[src/rtl/sram_arb_2to1_pkg.sv]
// Shared types and helpers for the two-host SRAM arbiter.
// Latency: n/a (types and pure functions only).
// Backpressure: n/a.
package sram_arb_pkg;

    // Host identity; the encoding matches the arbiter's req/gnt bit index.
    typedef enum logic {
        HostInstr = 1'b0,
        HostData  = 1'b1
    } host_e;

    localparam int unsigned AddrW = 32;
    localparam int unsigned DataW = 32;

    // True when addr lies in the power-of-two window that starts at base.
    function automatic logic addr_in_window(input logic [AddrW-1:0] addr,
                                            input logic [AddrW-1:0] base,
                                            input logic [AddrW-1:0] mask);
        return (addr & ~mask) == base;
    endfunction

endpackage

[src/rtl/sram_arb_2to1_if.sv]
// Bundle of the instr host, data host and SRAM signals around the arbiter.
// Latency: n/a (wiring only).
// Backpressure: a host holds req stable until it sees gnt.
interface sram_arb_2to1_if;
    import sram_arb_pkg::*;

    logic             instr_req_i;
    logic             instr_gnt_o;
    logic             instr_rvalid_o;
    logic             instr_err_o;
    logic [AddrW-1:0] instr_addr_i;
    logic [DataW-1:0] instr_rdata_o;

    logic             data_req_i;
    logic             data_gnt_o;
    logic             data_rvalid_o;
    logic             data_err_o;
    logic             data_we_i;
    logic [3:0]       data_be_i;
    logic [AddrW-1:0] data_addr_i;
    logic [DataW-1:0] data_wdata_i;
    logic [DataW-1:0] data_rdata_o;

    logic             mem_req_o;
    logic             mem_we_o;
    logic [3:0]       mem_be_o;
    logic [AddrW-1:0] mem_addr_o;
    logic [DataW-1:0] mem_wdata_o;
    logic             mem_rvalid_i;
    logic [DataW-1:0] mem_rdata_i;

    // Arbiter side.
    modport slave (
        input  instr_req_i, instr_addr_i,
        output instr_gnt_o, instr_rvalid_o, instr_err_o, instr_rdata_o,
        input  data_req_i, data_we_i, data_be_i, data_addr_i, data_wdata_i,
        output data_gnt_o, data_rvalid_o, data_err_o, data_rdata_o,
        output mem_req_o, mem_we_o, mem_be_o, mem_addr_o, mem_wdata_o,
        input  mem_rvalid_i, mem_rdata_i
    );

    // Hosts plus SRAM side (what drives the arbiter).
    modport master (
        output instr_req_i, instr_addr_i,
        input  instr_gnt_o, instr_rvalid_o, instr_err_o, instr_rdata_o,
        output data_req_i, data_we_i, data_be_i, data_addr_i, data_wdata_i,
        input  data_gnt_o, data_rvalid_o, data_err_o, data_rdata_o,
        input  mem_req_o, mem_we_o, mem_be_o, mem_addr_o, mem_wdata_o,
        output mem_rvalid_i, mem_rdata_i
    );

endinterface

[src/rtl/sram_arb_2to1_rr_arb2.sv]
// Two-input round-robin arbiter; bit 0 = instr, bit 1 = data.
// Latency: grant is combinational in the request cycle.
// Backpressure: the losing requester sees gnt=0 and must hold its request.
module rr_arb2
    import sram_arb_pkg::*;
(
    input  logic       clk_i,
    input  logic       rst_ni,
    input  logic [1:0] i_req,
    output logic [1:0] o_gnt
);

    host_e r_last_winner;

    // Sole requester wins; on contention the host that lost last time wins.
    always_comb begin
        o_gnt = 2'b00;
        case (i_req)
            2'b01:   o_gnt = 2'b01;
            2'b10:   o_gnt = 2'b10;
            2'b11:   o_gnt = (r_last_winner == HostData) ? 2'b01 : 2'b10;
            default: o_gnt = 2'b00;
        endcase
    end

    // Remember who won, only on cycles that actually grant; DATA after reset
    // so that INSTR takes the first contention.
    always_ff @(posedge clk_i or negedge rst_ni) begin
        if (!rst_ni) begin
            r_last_winner <= HostData;
        end else if (o_gnt[0]) begin
            r_last_winner <= HostInstr;
        end else if (o_gnt[1]) begin
            r_last_winner <= HostData;
        end
    end

endmodule

[src/rtl/sram_arb_2to1.sv]
// OBI arbiter sharing one single-port SRAM between Ibex instr and data ports.
// Latency: grant same cycle as req; rvalid/rdata/err exactly one cycle later.
// Backpressure: loser's gnt stays low; one accepted request per cycle, no buffering.
module sram_arb_2to1
    import sram_arb_pkg::*;
#(
    parameter logic [31:0] MemStart = 32'h0000_0000,
    parameter int unsigned MemSize  = 65536
) (
    input  logic              clk_i,
    input  logic              rst_ni,
    sram_arb_2to1_if.slave    bus
);

    localparam logic [AddrW-1:0] AddrMask = AddrW'(MemSize - 1);

    logic [1:0]       w_gnt;
    logic             w_any_gnt;
    logic             w_data_won;
    host_e            w_winner;
    logic [AddrW-1:0] w_addr;
    logic             w_in_range;
    logic             w_mem_go;
    logic             w_mem_data;

    host_e            r_rsp_owner;
    logic             r_rsp_valid;
    logic             r_rsp_err;

    rr_arb2 u_rr_arb2 (
        .clk_i  (clk_i),
        .rst_ni (rst_ni),
        .i_req  ({bus.data_req_i, bus.instr_req_i}),
        .o_gnt  (w_gnt)
    );

    // Grant is one-hot, so the data bit alone identifies the winner.
    assign w_any_gnt  = |w_gnt;
    assign w_data_won = w_gnt[1];
    assign w_winner   = w_data_won ? HostData : HostInstr;
    assign w_addr     = w_data_won ? bus.data_addr_i : bus.instr_addr_i;
    assign w_in_range = addr_in_window(w_addr, MemStart, AddrMask);
    assign w_mem_go   = w_any_gnt && w_in_range;
    assign w_mem_data = w_mem_go && w_data_won;

    assign bus.instr_gnt_o = w_gnt[0];
    assign bus.data_gnt_o  = w_gnt[1];

    // Out-of-range grants never reach the SRAM; write fields only from data.
    assign bus.mem_req_o   = w_mem_go;
    assign bus.mem_addr_o  = w_mem_go   ? (w_addr & AddrMask) : '0;
    assign bus.mem_we_o    = w_mem_data && bus.data_we_i;
    assign bus.mem_be_o    = w_mem_data ? bus.data_be_i    : 4'b0000;
    assign bus.mem_wdata_o = w_mem_data ? bus.data_wdata_i : '0;

    // One-stage response tracker, reloaded every cycle; reset drops any
    // response still in flight.
    always_ff @(posedge clk_i or negedge rst_ni) begin
        if (!rst_ni) begin
            r_rsp_valid <= 1'b0;
            r_rsp_owner <= HostInstr;
            r_rsp_err   <= 1'b0;
        end else begin
            r_rsp_valid <= w_any_gnt;
            r_rsp_owner <= w_winner;
            r_rsp_err   <= w_any_gnt && !w_in_range;
        end
    end

    // Route the response to its owner; error responses carry zero data.
    always_comb begin
        bus.instr_rvalid_o = 1'b0;
        bus.instr_err_o    = 1'b0;
        bus.instr_rdata_o  = '0;
        bus.data_rvalid_o  = 1'b0;
        bus.data_err_o     = 1'b0;
        bus.data_rdata_o   = '0;
        if (r_rsp_valid) begin
            if (r_rsp_owner == HostData) begin
                bus.data_rvalid_o = 1'b1;
                bus.data_err_o    = r_rsp_err;
                bus.data_rdata_o  = r_rsp_err ? '0 : bus.mem_rdata_i;
            end else begin
                bus.instr_rvalid_o = 1'b1;
                bus.instr_err_o    = r_rsp_err;
                bus.instr_rdata_o  = r_rsp_err ? '0 : bus.mem_rdata_i;
            end
        end
    end

endmodule

[src/flat_wrapper.sv]
// flat-port wrapper written by rule: the top's interface ports become plain ports
module sram_arb_2to1_flat import sram_arb_pkg::*;
#(
    parameter logic [31:0] MemStart = 32'h0000_0000,
    parameter int unsigned MemSize  = 65536
)
  (clk_i, rst_ni, bus_instr_req_i, bus_instr_addr_i, bus_instr_gnt_o, bus_instr_rvalid_o, bus_instr_err_o, bus_instr_rdata_o, bus_data_req_i, bus_data_we_i, bus_data_be_i, bus_data_addr_i, bus_data_wdata_i, bus_data_gnt_o, bus_data_rvalid_o, bus_data_err_o, bus_data_rdata_o, bus_mem_req_o, bus_mem_we_o, bus_mem_be_o, bus_mem_addr_o, bus_mem_wdata_o, bus_mem_rvalid_i, bus_mem_rdata_i);
  sram_arb_2to1_if bus_i ();
  input  logic clk_i;
  input  logic rst_ni;
  input wire logic [$bits(bus_i.instr_req_i)-1:0] bus_instr_req_i;
  input wire logic [$bits(bus_i.instr_addr_i)-1:0] bus_instr_addr_i;
  output wire logic [$bits(bus_i.instr_gnt_o)-1:0] bus_instr_gnt_o;
  output wire logic [$bits(bus_i.instr_rvalid_o)-1:0] bus_instr_rvalid_o;
  output wire logic [$bits(bus_i.instr_err_o)-1:0] bus_instr_err_o;
  output wire logic [$bits(bus_i.instr_rdata_o)-1:0] bus_instr_rdata_o;
  input wire logic [$bits(bus_i.data_req_i)-1:0] bus_data_req_i;
  input wire logic [$bits(bus_i.data_we_i)-1:0] bus_data_we_i;
  input wire logic [$bits(bus_i.data_be_i)-1:0] bus_data_be_i;
  input wire logic [$bits(bus_i.data_addr_i)-1:0] bus_data_addr_i;
  input wire logic [$bits(bus_i.data_wdata_i)-1:0] bus_data_wdata_i;
  output wire logic [$bits(bus_i.data_gnt_o)-1:0] bus_data_gnt_o;
  output wire logic [$bits(bus_i.data_rvalid_o)-1:0] bus_data_rvalid_o;
  output wire logic [$bits(bus_i.data_err_o)-1:0] bus_data_err_o;
  output wire logic [$bits(bus_i.data_rdata_o)-1:0] bus_data_rdata_o;
  output wire logic [$bits(bus_i.mem_req_o)-1:0] bus_mem_req_o;
  output wire logic [$bits(bus_i.mem_we_o)-1:0] bus_mem_we_o;
  output wire logic [$bits(bus_i.mem_be_o)-1:0] bus_mem_be_o;
  output wire logic [$bits(bus_i.mem_addr_o)-1:0] bus_mem_addr_o;
  output wire logic [$bits(bus_i.mem_wdata_o)-1:0] bus_mem_wdata_o;
  input wire logic [$bits(bus_i.mem_rvalid_i)-1:0] bus_mem_rvalid_i;
  input wire logic [$bits(bus_i.mem_rdata_i)-1:0] bus_mem_rdata_i;
  assign bus_i.instr_req_i = bus_instr_req_i;
  assign bus_i.instr_addr_i = bus_instr_addr_i;
  assign bus_instr_gnt_o = bus_i.instr_gnt_o;
  assign bus_instr_rvalid_o = bus_i.instr_rvalid_o;
  assign bus_instr_err_o = bus_i.instr_err_o;
  assign bus_instr_rdata_o = bus_i.instr_rdata_o;
  assign bus_i.data_req_i = bus_data_req_i;
  assign bus_i.data_we_i = bus_data_we_i;
  assign bus_i.data_be_i = bus_data_be_i;
  assign bus_i.data_addr_i = bus_data_addr_i;
  assign bus_i.data_wdata_i = bus_data_wdata_i;
  assign bus_data_gnt_o = bus_i.data_gnt_o;
  assign bus_data_rvalid_o = bus_i.data_rvalid_o;
  assign bus_data_err_o = bus_i.data_err_o;
  assign bus_data_rdata_o = bus_i.data_rdata_o;
  assign bus_mem_req_o = bus_i.mem_req_o;
  assign bus_mem_we_o = bus_i.mem_we_o;
  assign bus_mem_be_o = bus_i.mem_be_o;
  assign bus_mem_addr_o = bus_i.mem_addr_o;
  assign bus_mem_wdata_o = bus_i.mem_wdata_o;
  assign bus_i.mem_rvalid_i = bus_mem_rvalid_i;
  assign bus_i.mem_rdata_i = bus_mem_rdata_i;
  sram_arb_2to1 #(.MemStart(MemStart), .MemSize(MemSize)) u_core (.clk_i(clk_i), .rst_ni(rst_ni), .bus(bus_i));
endmodule
[config.mk]
export PLATFORM = sky130hd
export DESIGN_NAME = sram_arb_2to1_flat
export DESIGN_NICKNAME = d
export VERILOG_FILES = /design/src/rtl/sram_arb_2to1_pkg.sv /design/src/rtl/sram_arb_2to1_if.sv /design/src/rtl/sram_arb_2to1_rr_arb2.sv /design/src/rtl/sram_arb_2to1.sv /design/src/flat_wrapper.sv
export SDC_FILE = /design/constraint.sdc
export NUM_CORES = 1
export LEC_CHECK = 0
export ABC_AREA = 1
export CAP_MARGIN = 20
export CORE_AREA = 5 5 104 106
export DETAILED_ROUTE_END_ITERATION = 16
export DIE_AREA = 0 0 109 111
export PLACE_DENSITY = 0.72
export SYNTH_ARGS = -nofsm -noshare
export SYNTH_HDL_FRONTEND = slang
export SYNTH_SLANG_ARGS = --single-unit
[constraint.sdc]
create_clock -name clk_i -period 3.33 [get_ports clk_i]
set_clock_uncertainty 0.1 [all_clocks]
set_input_delay 0.4995 -clock clk_i [delete_from_list [all_inputs] [get_ports clk_i]]
set_output_delay 0.4995 -clock clk_i [all_outputs]
set_load 0.01 [all_outputs]
Yosys cells after proc, flatten, opt, wreduce, memory -nomap -nowiden:

Index checks and enable logic that the tools add are counted.

* input bits: 138
* output and inout port bits: 140
* word-level logic and storage cells: 37
* register bits after elaboration: 4

* reductions and logical operators: 8
* muxes and demuxes: 22
* eq/ne operators: 3

Operators by type and width (count)
* $mux 32: 7
* $logic_not 32->1: 1
* $mux 16: 1
* $mux 1: 11
* $pmux 2 s3: 1
* $eq 2x2->1 const B: 2
* $logic_and 1x1->1: 4
* $mux 4: 1
* $eq 2x1->1 const B: 1
* $mux 2: 1
* $reduce_bool 2->1: 1
* $reduce_or 2->1: 1
* $logic_not 1->1: 1

Depth between registers and ports, before layout:

Gate-level depths: netlist of run 1.

* depth in word-level cells: 7
* depth in mapped cells: 9
* gate-level depth less buffers: 8

Modules after synthesis:

A second synthesis of run 1 with hierarchy kept.

* cell total of the unflattened synthesis: 293
* area total of the unflattened synthesis: 1388.8 µm²

By module, submodules not included
* sram_arb_2to1: cells each 282, sequential area each 75.1 µm², area each 1322.5 µm², instances 1
* rr_arb2: cells each 11, sequential area each 26.3 µm², area each 66.3 µm², instances 1

Worst setup path after synthesis of run 1:

Ideal clock, no wire load.

* path kind: input-to-output
* start point: input port bus_instr_req_i
* end point: output port bus_mem_addr_o[10]
* path buffers: 2
* setup slack: 1.330 ns
* required time: 2.730 ns
* arrival: 1.401 ns
* stages: 9
* cells stage by stage: nand2_1 > nand2_2 > buf_6 > nor2_1 > nand3_1 > nand2_1 > nand2_2 > buf_6 > nor2_1

* cells in the longest elaborated chain, start to end: 6
* elaborated cells on any way between the ends: 9
* classes of those cells: eq/ne (3); mux (3); reduce/logical (3)

Ends and longest elaborated chain
* from (decl): RTL line flat_wrapper.sv:11 `input wire logic [$bits(bus_i.instr_req_i)-1:0] bus_instr_req_i;`
* $eq 2x2->1 or $eq 2x1->1 (tied branches): RTL line sram_arb_2to1_rr_arb2.sv:18 `case (i_req)`
* $pmux 2 s3 *: RTL line sram_arb_2to1_rr_arb2.sv:18
* $mux 32: RTL line sram_arb_2to1.sv:41 `assign w_addr = w_data_won ? bus.data_addr_i : bus.instr_addr_i;`
* $logic_not 32->1: RTL line sram_arb_2to1_pkg.sv:19 `return (addr & ~mask) == base;`
* $logic_and 1x1->1: RTL line sram_arb_2to1.sv:43 `assign w_mem_go = w_any_gnt && w_in_range;`
* $mux 16 *: RTL line sram_arb_2to1.sv:51 `assign bus.mem_addr_o = w_mem_go ? (w_addr & AddrMask) : '0;`
* to (decl): RTL line flat_wrapper.sv:29 `output wire logic [$bits(bus_i.mem_addr_o)-1:0] bus_mem_addr_o;`

Mark *: on every way between the ends. The rest lies on a longest branch, timed or not.

Worst setup path in the final report of run 1:

Ends and elaborated chain as after synthesis.

==> flow_summary.toml, run 1 <==
[status]
status = "finished clean"

[global_route]
grt_pass1_vias = 2717
grt_max_degree = 37
grt_pass1_wl_um = 13900
globalRouteTotalUtil = 0.142
grt_remaining_overflow = 0
antenna_found_initial = 0

[synthesis]
yosysUniqueCellTypes = 22
yosysSeqAreaShare = 0.0625
syn_avg_cell_area_sq_um = 4.68
netlist.top_cell.by_area = "nor2_1"
yosys_warnings = 0
netlist.area_leader.share = 0.266
synth_seq_cells = 4
synth_cells = 347
netlist_top_cells_area = "nor2_1 27%, nand2_1 21%, inv_1 14%"
syn_area_sq_um = 1620

[timing]
relSlewSlack = 0.651
setup_ws_ps = 285
drv_slew = 0
fin_crit_ps = 3050
hold_viol = 0
whs_ps = 387
fin_crit_sh = 0.914
setup_viol = 0
tns_ps = 0
worst_slew_pin_slew_ps = 523
max_freq_mhz = 328
rsz0062_at_grt = "false"

[place]
gp_congestion = 0.840
post_dp_cell_area_sq_um = 4280
place_ws_ps = 240
place_hpwl_um = 8300
port_buffers = 260

[die]
fp.dieH_um = 111
rows = 36
core_sq_um = 9680
ios = 278
initial_core_util = 0.168
die_w_um = 109
die_area_sq_um = 12100

[pwr]
p_leak_nw = 1.92
power_density_nw_per_um2 = 120
combPwrFrac = 0.690
intPower_mw = 0.352
p_clk_frac = 0.205
p_switching_mw = 0.170
p_sw_frac = 0.326
p_seq_frac = 0.105
vdd_drop_max_uv = 111

[detailed_routing]
post-route-drc-count = 0
wl_per_cell_um = 12.8
firstDrtPassIters = 5
detail-route-antenna-nets = 0
drtIter0Drc = 120
routed_via_density = 3.80
via_count = 2789
drt_wl_total_um = 9370

[critical_path]
worstSetupPathType = "in2out"
cp-end-kind = "output port"
rr_worst_depth = 7
crit_arrival_ps = 2450
start_kind = "input pin"
ff2ff_setup_slack_ps = 2050
r2r_end = "u_core.r_rsp_err"
cp_top_family = "buffers and inverters"
r2r_start = "u_core.u_rr_arb2.r_last_winner"
critical_path_cell_count = 10
required_ps = 2730
critical-path-slowest-cell = "clkdlybuf4s50_1"
crit_path_max_incr_delay_ps = 560
path_max_fanout = 17
worst-path-buf-inv = 3
path_cells = "clkdlybuf4s50_1 -> nand2_1 -> nand2_2 -> inv_2 -> nor2_1 -> nand3_1 -> nand2_1 -> nand2_2 -> nor2_1 -> clkdlybuf4s50_1"

[clock_tree]
cts_tree = "built"
clk_pin_slew_ps = 30
cts-hold-fix-buffers = 0
cts_sinks = 4
h-tree-depth = 1
root_buffer = "clkbuf_8"
cts_setup_buffers = 0
cts_buffer_depth = 2
clk_latency_ps = 210
cts_made_buffers = 3
post_cts_resized = 0

[layout]
antenna_cells = 0
area_growth_pct = 168
drive_gt1_frac = 0.0783
n_fill_cell = 981
nets = 739
design_area_sq_um = 4350
multiInputGateArea_sq_um = 1120
seq_area_sq_um = 101

[hold_path]
min_path_type = "in2async"

[run]
cap_violations = 0
[cells in the mapped netlist]
master    instances
nor2_1          115
nand2_1          92
inv_1            60
nor2_2           30
buf_4            16
clkbuf_1          6
buf_6             5
buf_1             3
dfrtp_1           3
buf_2             2
nand2_2           2
nand3_1           2
nor4_2            2
a21boi_0          1
and2_0            1
clkinv_1          1
conb_1            1
dfstp_2           1
inv_2             1
nand3_4           1
nor3_4            1
o21ai_0           1
[cell families after synthesis]
kind of cell / after synthesis / synth area share
other: 1 / 0.00231
DFF: 4 / 0.0625
AOI/OAI and AO/OA: 2 / 0.00771
buffers and inverters: 94 / 0.279
and+or+nand+nor: 246 / 0.648
[flip-flops by register name, indices dropped and copies added (netlist names)]
| signal | cells |
|---|---|
| u_core.r_rsp_owner | 1 |
| u_core.r_rsp_valid | 1 |
| u_core.r_rsp_err | 1 |
| u_core.u_rr_arb2.r_last_winner | 1 |
[worst reg2reg max path: stages (launching register included)]
cell and delay (ps):
dfstp_2 520, nand2_1 60, nand2_2 130, inv_2 50, nor2_1 80, nand3_1 80, nand2_1 100, nor2_1 50
[power by group through the flow]
| stage | Combinational [mW] | Sequential, mW | Clock (mW) |
|---|---|---|---|
| floorplan | 0.134 | 0.0547 | 0 |
| global placement | 0.349 | 0.0550 | 0 |
| detailed placement | 0.355 | 0.0550 | 0 |
| CTS | 0.357 | 0.0546 | 0.111 |
| global route | 0.393 | 0.0550 | 0.113 |
| finish | 0.360 | 0.0546 | 0.107 |
[placed cells by master, fill, tap and decap left out, types with 2 or more instances in the layout]
cell,count
nor2_1,115
dfrtp_1,3
buf_4,4
nor2_2,30
clkbuf_8,3
inv_1,60
nand3_1,2
nand2_1,92
conb_1,16
nor4_2,2
nand2_2,2
clkdlybuf4s50_1,260
[worst max-delay path by stage]
stage,start,endpoint,slack [ps]
detailed placement,bus_instr_req_i,bus_mem_addr_o[14],240
CTS,bus_instr_req_i,bus_mem_addr_o[14],240
global placement,bus_instr_req_i,bus_mem_addr_o[12],260
global route,bus_instr_req_i,bus_mem_addr_o[0],50
finish,bus_instr_req_i,bus_mem_addr_o[10],280
floorplan,bus_instr_req_i,bus_mem_addr_o[10],1330
[layer usage]
metal  track usage  vias up  wire length, um
li1              -     1455                -
met1         0.151     1182             3380
met2         0.276      146             4910
met3        0.0396        6             1010
met4        0.0177        0               76
met5             0        -                0
[cell type report]
class	instances	area share
flip-flops and latches	4	0.0233
well taps	133	0.0383
multi-input cells	264	0.259
inverters	62	0.0535
repair buffers	266	0.616
clock buffers	4	0.0104
[through the flow]
stage                     utilization  cells  total power [mW]
final                           0.449    733             0.522
after detailed placement        0.442    728             0.410
after global placement          0.442    728             0.404
after floorplan                     -    362             0.189
after CTS                       0.446    732             0.523
after global routing            0.449    733             0.560
(Power assumes the default switching activity.)
==> run 2, diff against run 1 <==
- REMOVE_ABC_BUFFERS: default -> 1
- SKIP_CTS_REPAIR_TIMING: default -> 1
==> run 2 against run 1 <==
Compared with the run above:
- combinational power down 2%
- core utilization down 0.28 points
- first-iteration DRC count up 14%
- die area unchanged
- via count down 1.0%
- non-clock buffer count down 1
- hold slack better by 3.6 ps
- count of clock-buffer cells in the layout unchanged
- critical path depth unchanged
- maximum frequency up 1.4%
- power down 1.4%
==> flow_summary.toml, run 2 (same netlist as run 1, synthesis figures left out) <==
[layout]
fin_cells = 732
drive_gt1_frac = 0.0768
n_fill_cell = 984
design_area_sq_um = 4320
nets = 738
area_growth_pct = 166
mostFrequentLayoutCells = "260 x clkdlybuf4s50_1, 115 x nor2_1, 92 x nand2_1, 60 x inv_1, 30 x nor2_2"
antenna_cells = 0
layout_commonest_cell = "clkdlybuf4s50_1"

[die]
die_area_sq_um = 12100
rows = 36
initial_core_util = 0.168
die_w_um = 109
ios = 278
fp.dieH_um = 111
core_sq_um = 9680

[critical_path]
crit_start = "bus_instr_req_i"
r2r_end = "u_core.r_rsp_err"
critical-path-slowest-cell = "clkdlybuf4s50_1"
rr_worst_depth = 7
required_ps = 2730
worstSetupPathType = "in2out"
r2r_start = "u_core.u_rr_arb2.r_last_winner"
path_cells = "clkdlybuf4s50_1 -> nand2_1 -> nand2_2 -> inv_2 -> nor2_1 -> nand3_1 -> nand2_1 -> nand2_2 -> nor2_1 -> clkdlybuf4s50_1"
start_kind = "input pin"
crit_arrival_ps = 2400
endpoint = "bus_mem_addr_o[2]"
ff2ff_setup_slack_ps = 2070
crit_path_max_incr_delay_ps = 560
path_max_fanout = 17
cp-end-kind = "output port"

[pwr]
power_density_nw_per_um2 = 119
vdd_drop_max_uv = 92.8
p_leak_nw = 1.91
finalPower_mw = 0.515

[detailed_routing]
drt_wl_total_um = 9170
routed_via_density = 3.77
via_count = 2760
drtIter0Drc = 137
detail-route-antenna-nets = 0
wl_per_cell_um = 12.5
post-route-drc-count = 0
firstDrtPassIters = 4

[place]
placedCellCount = 728
gp_congestion = 0.821
post_dp_cell_area_sq_um = 4280
port_buffers = 260
place_hpwl_um = 8060

[timing]
setup_viol = 0
drv_slew = 0
relSlewSlack = 0.347
rsz0062_at_grt = "false"
max_freq_mhz = 333
fin_crit_ps = 3000
worst_slew_pin_slew_ps = 978
fin_crit_sh = 0.901
whs_ps = 390
hold_viol = 0
tns_ps = 0

[global_route]
grt_max_degree = 38
grt_pass1_vias = 2706
grt_remaining_overflow = 0
globalRouteTotalUtil = 0.139
grt_pass1_wl_um = 13800
antenna_found_initial = 0

[clock_tree]
cts_buffer_depth = 2
cts_made_buffers = 3
h-tree-depth = 1
clk_latency_ps = 210
root_buffer = "clkbuf_8"
cts_tree = "built"
cts_sinks = 4
clk_pin_slew_ps = 40

[run]
cap_violations = 0

[status]
status = "finished clean"

[hold_path]
min_path_type = "in2async"
run 2: cell count changes in the layout (fill, tap and decap cells not counted), sizes merged:
cell and delta:
buf -1
run 2: critical path: cells and delay by family:
family / cells / cell delay (ps)
and+or+nand+nor: 7 / 790
buffers and inverters: 3 / 1100
run 2: final cells by class:
cell class | count | area (sq um) | area share
multi-input combinational | 264 | 1120 | 0.260
timing repair buffer | 265 | 2650 | 0.614
clock buffer | 4 | 45.0 | 0.0104
inverter | 62 | 233 | 0.0538
sequential | 4 | 101 | 0.0234
tap | 133 | 166 | 0.0385
run 2: per-layer routing:
layer	track usage	part of all wire	vias to the layer above
met5	0	0	-
met4	0.0126	0.00087	0
met3	0.0425	0.12	2
met2	0.277	0.53	143
met1	0.143	0.35	1166
li1	-	-	1449
run 2: power by group:
group	switching, mW	total, mW	internal (mW)
Sequential	0.00168	0.0548	0.0531
Combinational	0.141	0.352	0.212
Clock	0.0260	0.108	0.0818
run 2: worst min path at each step:
| stage | depth (start not counted) | from | endpoint | slack (ps) |
|---|---|---|---|---|
| 6_report | 1 | rst_ni | u_core.r_rsp_err | 390 |
| 3_3_place_gp | 2 | u_core.u_rr_arb2.r_last_winner | u_core.u_rr_arb2.r_last_winner | 390 |
| 5_1_grt | 1 | rst_ni | u_core.r_rsp_owner | 410 |
| 2_1_floorplan | 0 | rst_ni | u_core.r_rsp_err | 100 |
| 4_1_cts | 1 | rst_ni | u_core.r_rsp_owner | 400 |
| 3_5_place_dp | 2 | u_core.u_rr_arb2.r_last_winner | u_core.u_rr_arb2.r_last_winner | 400 |
run 2: per-stage QoR:
step	worst slack, ps	util
5_1_grt	179	0.446
2_1_floorplan	1030	-
6_report	328	0.446
3_3_place_gp	296	0.442
3_5_place_dp	292	0.442
4_1_cts	287	0.446
==> run 3, diff against run 2 <==
- ABC_AREA: 1 -> default
- CAP_MARGIN: 20 -> 5
- PLACE_DENSITY: 0.72 -> 0.71
- SKIP_LAST_GASP: default -> 1
==> run 3 against run 2 <==
Compared with the run above:
- non-clock buffer count grew 5
- clock power hardly changed
- hold slack worse by 2.9 ps
- global-route usage fell by 0.13 points
- flip-flop and latch count is the same
- power shrank 7.8%
- critical path depth fell by 3
- critical path type unchanged
- highest routed layer unchanged
==> flow_summary.toml, run 3 <==
[pwr]
vdd_drop_max_uv = 79.8
power_density_nw_per_um2 = 111
finalPower_mw = 0.475
p_leak_nw = 1.91

[global_route]
globalRouteTotalUtil = 0.138
grt_pass1_wl_um = 13700
grt_pass1_vias = 2602
grt_remaining_overflow = 0
antenna_found_initial = 0
grt_max_degree = 38

[timing]
hold_viol = 0
setup_ws_ps = 60.1
worst_slew_pin_slew_ps = 1040
drv_slew = 0
rsz0062_at_grt = "false"
fin_crit_ps = 3270
tns_ps = 0
relSlewSlack = 0.303
fin_crit_sh = 0.982
max_freq_mhz = 306
setup_viol = 0
whs_ps = 387

[place]
gp_congestion = 0.741
place_hpwl_um = 8120
place_ws_ps = -22.7
port_buffers = 260

[clock_tree]
cts_tree = "built"
h-tree-depth = 1
clk_pin_slew_ps = 30
clk_latency_ps = 210
cts_sinks = 4
root_buffer = "clkbuf_8"
cts_buffer_depth = 2
cts_made_buffers = 3

[layout]
final_util = 0.440
antenna_cells = 0
nets = 642
drive_gt1_frac = 0.0457
area_growth_pct = 189
mostFrequentLayoutCells = "245 x clkdlybuf4s50_1, 66 x nor2_1, 39 x and3_1, 33 x nand2b_1, 31 x nand3_1"
layout_commonest_cell = "clkdlybuf4s50_1"

[hold_path]
min_path_type = "in2async"

[critical_path]
required_ps = 2730
cp-end-kind = "output port"
rr_worst_depth = 6
path_max_fanout = 26
crit_arrival_ps = 2670
worstSetupPathType = "in2out"
ff2ff_setup_slack_ps = 1690
start_kind = "input pin"

[synthesis]
synth_compound_area_frac = 0.0765
yosys_warnings = 0
synth_seq_cells = 4
yosysSeqAreaShare = 0.0688
synthMuxAreaShare = 0
synthXorXnorAreaFrac = 0
synthFlopType = "dfrtp_1"
yosysUniqueCellTypes = 23
synth_top_family_by_area = "simple AND/OR/NAND/NOR gates"
synth_common_cells = "66 x nor2_1, 40 x and3_1, 33 x nand2b_1"
netlist.top_cell.by_area = "and3_1"
async_flop_share = 1.00
synth_simple_gate_area_frac = 0.671
synth.most_common_cell = "nor2_1"
synth_cells = 254
syn_area_sq_um = 1470
synth-edff-count = 0
syn_avg_cell_area_sq_um = 5.80
netlist.area_leader.share = 0.170
synthAdderAreaFrac = 0
netlist_top_cells_area = "and3_1 17%, nor2_1 17%, nand2b_1 14%"

[detailed_routing]
drtIter0Drc = 116
firstDrtPassIters = 4
via_count = 2614
wl_per_cell_um = 14.4
routed_via_density = 4.11
drt_wl_total_um = 9150
post-route-drc-count = 0
detail-route-antenna-nets = 0

[die]
fp.dieH_um = 111
ios = 278
die_w_um = 109
initial_core_util = 0.152
core_sq_um = 9680
die_area_sq_um = 12100
rows = 36

[status]
status = "finished clean"

[run]
cap_violations = 0
run 3: cell count changes in the layout (fill, tap and decap cells not counted), sizes merged:
| cell | before | now |
|---|---|---|
| buf | 5 | 10 |
| nand2b | 0 | 33 |
| clkinv | 1 | 0 |
| o21ai | 1 | 0 |
| a21oi | 0 | 18 |
| clkdlybuf4s50 | 260 | 245 |
| inv | 61 | 3 |
| nand3 | 3 | 32 |
| nor2 | 145 | 69 |
| or4 | 0 | 6 |
| nand2 | 94 | 3 |
| dlymetal6s2s | 0 | 15 |
| and3 | 0 | 40 |
run 3: metrics by stage:
stage | cell area [sq um] | instances
final | 4260 | 636
after global routing | 4260 | 636
after CTS | 4210 | 636
after detailed placement | 4170 | 632
after global placement | 4170 | 632
after floorplan | 1270 | 229
run 3: logic make-up (layout without fill, tap and decap cells):
logic type / Yosys count / after routing
buf+inv: 43 / 277
compound gates: 19 / 19
simple gates: 187 / 187
other cells: 1 / 16
flops: 4 / 4
run 3: metal layers:
metal / track usage / wire length, um / share of wire / up-vias
met5: 0 / 0 / 0 / -
met2: 0.260 / 4580 / 0.50 / 171
met1: 0.140 / 3330 / 0.36 / 1129
met4: 0.0126 / 21 / 0.0023 / 0
li1: - / - / - / 1312
met3: 0.0641 / 1220 / 0.13 / 2
run 3: layout make-up:
type	count	area, sq um
Clock buffer	4	45.0
Inverter	3	11.3
Tap cell	133	166
Fill cell	948	5420
Multi-Input combinational cell	222	1170
Timing Repair Buffer	270	2770
Sequential cell	4	101
run 3: where the power goes:
group          internal [mW]  switching (mW)  total, mW
Combinational          0.206           0.100      0.306
Clock                 0.0818          0.0251      0.107
Sequential            0.0544         0.00756     0.0620
run 3: final timing paths:
kind                                                 from                              to
min reg2reg                u_core.u_rr_arb2.r_last_winner  u_core.u_rr_arb2.r_last_winner
min in group clk_i         u_core.u_rr_arb2.r_last_winner  u_core.u_rr_arb2.r_last_winner
max in group asynchronous                          rst_ni  u_core.u_rr_arb2.r_last_winner
max                                   bus_data_addr_i[17]             bus_mem_wdata_o[20]
max reg2reg                u_core.u_rr_arb2.r_last_winner                u_core.r_rsp_err
min                                                rst_ni              u_core.r_rsp_valid
run 3: critical path, cell delays in order:
cell and delay [ps]:
clkdlybuf4s50_1 400, or4_1 580, nor2_4 150, buf_12 170
buf_4 160, and3_1 150, clkdlybuf4s50_1 550
